File: config.mk
export PLATFORM = sky130hd
export DESIGN_NAME = game_logic
export DESIGN_NICKNAME = d
export VERILOG_FILES = /design/src/rtl/game_logic.sv
export SDC_FILE = /design/constraint.sdc
export NUM_CORES = 1
export LEC_CHECK = 0
export ABC_AREA = 0
export CAP_MARGIN = 20
export CORE_ASPECT_RATIO = 0.7
export CORE_MARGIN = 2
export CORE_UTILIZATION = 55
export DETAILED_ROUTE_END_ITERATION = 10
export DONT_BUFFER_PORTS = 1
export HOLD_SLACK_MARGIN = 0.06
export PLACE_DENSITY = 0.74
export SLEW_MARGIN = 25
export SYNTH_ARGS = -nofsm -noshare
export SYNTH_HDL_FRONTEND = slang
export SYNTH_SLANG_ARGS = --single-unit
File: constraint.sdc
create_clock -name Clk -period 3.01 [get_ports Clk]
set_clock_uncertainty 0.2 [all_clocks]
set_input_delay 0.1505 -clock Clk [delete_from_list [all_inputs] [get_ports Clk]]
set_output_delay 0.1505 -clock Clk [all_outputs]
set_load 0.05 [all_outputs]
File: src/rtl/game_logic.sv
// Game-state controller for Stickman Run.
// Synchronises the frame clock and start key, then on each frame tick
// decides coin pickups, pit deaths, level completion, game over and win.
// All outputs come straight from registers.
module game_logic #(
  parameter int STICK_X     = 120,
  parameter int COIN_DX     = 15,
  parameter int COIN_DY     = 30,
  parameter int DEATH_Y     = 470,
  parameter int LEVEL_END   = 3000,
  parameter int DEAD_FRAMES = 60,
  parameter int START_LIVES = 3
) (
  input  logic        Clk,
  input  logic        Reset,
  input  logic        frame_clk,
  input  logic        start_key,
  input  logic [9:0]  StickY,
  input  logic [11:0] frame_counter,
  input  logic [9:0]  GroundY,
  input  logic [12:0] CoinFrameX [3],
  input  logic [9:0]  CoinY [3],
  output logic [2:0]  CoinStatus,
  output logic [1:0]  level_status,
  output logic        restart,
  output logic [7:0]  score,
  output logic [1:0]  lives,
  output logic [2:0]  game_state
);

  typedef enum logic [2:0] {
    ST_START       = 3'd0,
    ST_PLAY        = 3'd1,
    ST_DEAD        = 3'd2,
    ST_LEVEL_CLEAR = 3'd3,
    ST_GAME_OVER   = 3'd4,
    ST_WIN         = 3'd5
  } state_t;

  localparam logic [1:0] LEVEL_1 = 2'b01;
  localparam logic [1:0] LEVEL_2 = 2'b10;

  // GroundY is carried for the HUD/debug only; pit death is judged from StickY.
  logic unused_ground;
  assign unused_ground = ^GroundY;

  // Synchroniser / edge-detect registers
  logic frame_s1_q, frame_s2_q, tick_q;
  logic key_s1_q, key_s2_q, key_s3_q, key_pulse_q;

  // Game registers and their next-state values
  state_t      state_q, state_d;
  logic [2:0]  coins_q, coins_d;
  logic [1:0]  level_q, level_d;
  logic [7:0]  score_q, score_d;
  logic [1:0]  lives_q, lives_d;
  logic [5:0]  dead_cnt_q, dead_cnt_d;
  logic        restart_q, restart_d;

  // Per-coin hit detection
  logic [2:0]  hit;
  logic [1:0]  hit_cnt;
  logic [8:0]  score_sum;
  logic [7:0]  score_sat;
  logic        is_dying;
  logic        at_level_end;
  logic        enter_play;

  // Frame clock: two flops then a registered rising-edge pulse
  always_ff @(posedge Clk or posedge Reset) begin
    if (Reset) begin
      frame_s1_q <= 1'b0;
      frame_s2_q <= 1'b0;
      tick_q     <= 1'b0;
    end else begin
      frame_s1_q <= frame_clk;
      frame_s2_q <= frame_s1_q;
      tick_q     <= frame_s1_q & ~frame_s2_q;
    end
  end

  // Start key: two-flop synchroniser, then registered rising-edge pulse
  always_ff @(posedge Clk or posedge Reset) begin
    if (Reset) begin
      key_s1_q    <= 1'b0;
      key_s2_q    <= 1'b0;
      key_s3_q    <= 1'b0;
      key_pulse_q <= 1'b0;
    end else begin
      key_s1_q    <= start_key;
      key_s2_q    <= key_s1_q;
      key_s3_q    <= key_s2_q;
      key_pulse_q <= key_s2_q & ~key_s3_q;
    end
  end

  // Coin proximity: 14-bit signed differences, absolute value against the window
  for (genvar gi = 0; gi < 3; gi++) begin : g_coin
    logic [13:0] dx, dy, adx, ady;
    assign dx  = 14'(frame_counter) + 14'(STICK_X) - 14'(CoinFrameX[gi]);
    assign dy  = 14'(StickY) - 14'(CoinY[gi]);
    assign adx = dx[13] ? (14'd0 - dx) : dx;
    assign ady = dy[13] ? (14'd0 - dy) : dy;
    assign hit[gi] = coins_q[gi] && (adx <= 14'(COIN_DX)) && (ady <= 14'(COIN_DY));
  end

  assign hit_cnt      = {1'b0, hit[0]} + {1'b0, hit[1]} + {1'b0, hit[2]};
  assign score_sum    = {1'b0, score_q} + {7'd0, hit_cnt};
  assign score_sat    = score_sum[8] ? 8'hFF : score_sum[7:0];
  assign is_dying     = (StickY >= 10'(DEATH_Y));
  assign at_level_end = (frame_counter >= 12'(LEVEL_END));

  // Next-state and datapath decisions for the game FSM
  always_comb begin
    state_d    = state_q;
    coins_d    = coins_q;
    level_d    = level_q;
    score_d    = score_q;
    lives_d    = lives_q;
    dead_cnt_d = dead_cnt_q;

    case (state_q)
      ST_START: begin
        if (key_pulse_q) begin
          state_d = ST_PLAY;
          level_d = LEVEL_1;
          score_d = 8'd0;
          lives_d = 2'(START_LIVES);
        end
      end

      ST_PLAY: begin
        if (tick_q) begin
          if (is_dying) begin
            // Death wins over coins on the same frame
            state_d    = ST_DEAD;
            lives_d    = (lives_q == 2'd0) ? 2'd0 : lives_q - 2'd1;
            dead_cnt_d = 6'd0;
          end else begin
            coins_d = coins_q & ~hit;
            score_d = score_sat;
            if (at_level_end) begin
              state_d = (level_q == LEVEL_2) ? ST_WIN : ST_LEVEL_CLEAR;
            end
          end
        end
      end

      ST_DEAD: begin
        if (tick_q) begin
          if (dead_cnt_q == 6'(DEAD_FRAMES - 1)) begin
            state_d = (lives_q != 2'd0) ? ST_PLAY : ST_GAME_OVER;
          end else begin
            dead_cnt_d = dead_cnt_q + 6'd1;
          end
        end
      end

      ST_LEVEL_CLEAR: begin
        if (key_pulse_q) begin
          state_d = ST_PLAY;
          level_d = LEVEL_2;
        end
      end

      ST_GAME_OVER, ST_WIN: begin
        if (key_pulse_q) begin
          state_d = ST_START;
          level_d = LEVEL_1;
          score_d = 8'd0;
          lives_d = 2'(START_LIVES);
        end
      end

      default: begin
        state_d = ST_START;
      end
    endcase

    // Every entry into PLAY restarts the scroll and puts all coins back
    enter_play = (state_d == ST_PLAY) && (state_q != ST_PLAY);
    restart_d  = enter_play;
    if (enter_play) begin
      coins_d = 3'b111;
    end
  end

  // Game state registers
  always_ff @(posedge Clk or posedge Reset) begin
    if (Reset) begin
      state_q    <= ST_START;
      coins_q    <= 3'b111;
      level_q    <= LEVEL_1;
      score_q    <= 8'd0;
      lives_q    <= 2'(START_LIVES);
      dead_cnt_q <= 6'd0;
      restart_q  <= 1'b0;
    end else begin
      state_q    <= state_d;
      coins_q    <= coins_d;
      level_q    <= level_d;
      score_q    <= score_d;
      lives_q    <= lives_d;
      dead_cnt_q <= dead_cnt_d;
      restart_q  <= restart_d;
    end
  end

  assign CoinStatus   = coins_q;
  assign level_status = level_q;
  assign restart      = restart_q;
  assign score        = score_q;
  assign lives        = lives_q;
  assign game_state   = state_q;

endmodule

==> results.md <==
- For this design the top-level I/O count stands at 124.
- The fraction of the cycle the final worst path needs is 161%.
- After layout, the worst setup slack is -1840 ps.
- The synthesized netlist devotes 22.7% of its cell area to simple gates.
- For this design the static power due to leakage is 4.73 nW.
- The number of DRC violations after detailed routing is 0.
- Prior to clock tree synthesis, the placed netlist has a worst setup slack of -2100 ps.
- The final-layout worst hold slack is 146 ps.
- The final reports fail on negative setup slack.
- Setup violations remaining at the end of the flow were counted as 11.
- The maximum clock path buffer count is 2.
- The family with the most delay on the worst path is compound AO/OA/AOI/OAI gates.
- The post-route cell area is 0.00996 mm².
- The H-tree was split into 2 levels.
- The wire length of the first global-routing pass is 35400 µm.
- From synthesis to final layout, the design area changed by 44.3%.
- The die outline area is 0.0135 mm².
- Once placement finished, the instance area stood at 0.00916 mm².
- The worst register-to-register path has a depth of 15.
- The number of flops mapped to enable cells by yosys is 0.
- Global routing used 32.1% of the available tracks across all layers.
- The library cell used most frequently in the layout, excluding fill and tap cells, is buf_4.
- TritonCTS built the clock tree.
- The number of maximum-capacitance constraint violations is 0.
- The residual antenna-violating net count after detailed routing is 0.
- The ratio of total power to cell area is 397 mW/mm².
- The worst setup path is captured at a flop.
- For the worst setup path, the data required time is 2950 ps.
- The total inserted antenna cells is 0.
- In the final layout, the share of cells above drive strength 1 is 34.4%.
- For hold timing, the worst endpoint is key_s2_q$_DFF_PP0_.
- The number of sinks driven by the clock tree is 32.
- After synthesis the cells add up to 0.00690 mm².
- Counting the buffers created by CTS gives 5.
- For this block, the routed nets add up to 24100 µm of wire.
- In this run the critical register-to-register path is captured at score[3]$_DFFE_PP0P_.
- Clock-pin slew was measured on the worst setup and hold paths at 50 ps.
- The instance count along the most critical hold path is 0.
- The core region is 0.0123 mm².
- The critical path contains buffers and inverters numbering 3 combined.
- Of all nets on the critical path, the largest fanout is 5.
- The synthesis warning total is 0.
- The vertical die dimension is 97.7 µm.
- In the layout the commonest cells are 267 x buf_4, 111 x inv_1, 72 x nor2_1.
- The insertion delay to the later sink of the worst-skew pair is 280 ps.
- In this run the tool buffered the top-level ports with 0 buffer cells.
- Counting every instance in the synthesized netlist gives 933.
- The total number of nets in the final design is 1399.
- Summing the areas of all xor and xnor instances in the mapped netlist gives 8.11% of the synthesized area.
- The worst hold path begins at key_s1_q$_DFF_PP0_.
- Summed over all layers, the global routing overflow is 0.
- The run finished, with violations left.
- After synthesis, the largest family of logic cells by area is compound AO/OA/AOI/OAI gates.
- Of the synthesized area, sequential elements account for 11.7%.
- The length of the first detailed-routing pass in iterations is 5.
- The placer's final routability congestion estimate is 1.00.
- The number of rows in the core area is 34.
- The via count of the first global-routing pass came to 7617.
- For the pin with the worst max-slew slack, the measured transition is 888 ps.
- The initial antenna violation count is 0.
- Derived from the worst setup path, the maximum achievable clock frequency is 0.206 GHz.
- The number of synthesized register bits is 32.
- Counting flops with an async set or reset pin after synthesis yields a share of 100%.
- Adding up every negative setup slack in the final design gives -16070 ps.
- The detailed router's first-iteration violation count is 545.
- The number of slew-limit violations in the final report was 0.
- The maximum vdd drop is 0.506 mV.
- Of the post-synthesis cell area, the part taken by muxes is 1.94%.
- The hold violation count in the final report was 0.
- For this configuration, the core starts out at a cell density of 55.9%.
- The kind of critical path is in2reg.
- The number of fill cells in the layout is 828.
- The number of nets in the synthesized netlist is 1122.
- Traced cell by cell, the critical path runs through o41ai_4 -> buf_4 -> xnor2_2 -> ha_1 -> o211ai_1 -> a211oi_2 -> o21ai_2 -> nand2_1 -> buf_4 -> a31oi_2 -> or4_4 -> o211ai_1 -> o2111a_2 -> nand2_2 -> fa_1 -> inv_2 -> ha_4 -> fa_2 -> nand3_4 -> nor2_4 -> a21oi_2 -> nor2_1 -> o22ai_1 -> nor2_1.
- In this run the tightest slew margin relative to its limit is 40.3%.
- The vias after detailed routing is 8351.
- The worst endpoint data arrival time is 4790 ps.
- The average footprint of a synthesized cell is 7.39 µm².
- Setup repair after global routing could not meet its margin everywhere.
- After legalization and detailed placement, the total HPWL measured 18100 µm.
- The delay of the slowest cell on the worst path is 570 ps.
- The area fraction in compound gates after synthesis is 32.0%.
- The largest individual stage delay along the critical path comes from the cell fa_1.
- The largest net degree at the start of global routing is 31.
- The root buffer selected by CTS is clkbuf_16.
- The total power is 3.95 mW.
- The number of different library cells used by synthesis comes to 96.
- The leading register cell type out of synthesis is dfrtp_1.
- The shortest period the worst path allows is 4850 ps.
- From left edge to right edge, the die measures 138 µm.
- The routed wire length per instance is 17.6 µm.
- The adder-cell area share of the yosys netlist is 16.1%.
- The min-delay analysis places its worst path in the category reg2reg.
- In this run the critical register-to-register path is launched from CoinStatus[2]$_DFFE_PP1P_.
- STA classifies the critical path startpoint as an input port.
- The reg-to-reg setup timing slack is -510 ps.
- The via density per instance is 6.08.
==> sequential cells by signal, indices dropped and copies added, names as in the netlist, 2 cells and up <==
register / flops
lives: 2
level_status: 2
game_state: 3
dead_cnt_q: 6
CoinStatus: 3
score: 8
==> power breakdown <==
part | total [mW] | internal, mW | switching [mW]
Sequential | 0.708 | 0.523 | 0.185
Combinational | 2.76 | 1.30 | 1.46
Clock | 0.483 | 0.305 | 0.178
==> cell type report <==
type | count | area, µm² | share of cell area, %
Tap cell | 162 | 203 | 2.04
Sequential cell | 32 | 808 | 8.12
Clock buffer | 7 | 133 | 1.33
Multi-Input combinational cell | 770 | 6170 | 62.0
Timing Repair Buffer | 283 | 2190 | 22.0
Inverter | 118 | 450 | 4.52
Clock inverter | 1 | 5.00 | 0.0503
==> cell usage after synthesis (all sizes together) (8+ instances only) <==
| library cell | count | area [µm²] |
|---|---|---|
| o2111ai | 11 | 96.3 |
| xor2 | 24 | 210 |
| nand2 | 59 | 224 |
| nand3b | 8 | 60.1 |
| o211ai | 17 | 128 |
| nand3 | 18 | 90.1 |
| o21a | 12 | 90.1 |
| nand4 | 11 | 68.8 |
| or3 | 10 | 63.8 |
| xnor2 | 39 | 349 |
| nor2b | 17 | 114 |
| inv | 118 | 443 |
| a21o | 23 | 175 |
| dfrtp | 26 | 651 |
| or2 | 10 | 62.6 |
| a31oi | 14 | 87.6 |
| nor3 | 30 | 160 |
| a211oi | 20 | 178 |
| ha | 76 | 951 |
| a21oi | 67 | 358 |
| nor2 | 75 | 282 |
| o21ai | 61 | 309 |
| fa | 8 | 160 |
| mux2i | 10 | 100 |
| and3 | 14 | 87.6 |
| nand2b | 14 | 87.6 |
==> logic make-up after synthesis <==
kind of cell,count (synthesis)
and+or+nand+nor,301
AOI/OAI and AO/OA,309
DFF,32
xor gates and xnor gates,63
buffers and inverters,131
muxes,13
adders and majority gates,84
==> metrics by stage <==
stage | utilization, % | cells
after floorplan | - | 933
after global placement | 74.3 | 1338
after detailed placement | 74.3 | 1338
after CTS | 77.9 | 1363
after global routing | 80.7 | 1373
final | 80.7 | 1373
==> what timing repair did <==
item | CTS | global route
pin swaps | 29 | 38
buffers inserted | 12 | 10
resized for setup | 36 | 56
hold endpoints to repair | 36 | 0
hold buffers | 5 | 0
setup endpoints to repair | 11 | 11
==> how the worst max path moves through the flow <==
stage / startpoint / end / slack [ps] / cells past startpoint
after floorplan: frame_counter[3] / score[3]$_DFFE_PP0P_ / -1670 / 25
after global placement: frame_counter[0] / score[3]$_DFFE_PP0P_ / -1920 / 24
after detailed placement: frame_counter[0] / score[6]$_DFFE_PP0P_ / -2100 / 22
after CTS: frame_counter[3] / score[6]$_DFFE_PP0P_ / -1710 / 24
after global routing: frame_counter[3] / score[3]$_DFFE_PP0P_ / -2030 / 26
final: frame_counter[4] / score[3]$_DFFE_PP0P_ / -1840 / 24
==> metal layers <==
layer  routed length, µm  GRT usage, %  part of all wire, %
met1               10500          44.9                   44
met2               10800          52.2                   45
met3                2000          5.69                  8.3
met4                 805          5.42                  3.3
met5                   0             0                    0
==> worst reg2reg max path: stages (launching register included) <==
cell,delay [ps]
dfstp_2,560
o21ai_0,90
a221oi_1,240
o2111a_1,240
o2111a_2,260
nand2_2,80
fa_1,570
inv_2,60
ha_4,160
fa_2,370
nand3_4,140
nor2_4,60
a21oi_2,110
nor2_1,50
o22ai_1,150
nor2_1,50
Power figures use the tool's default switching activity.
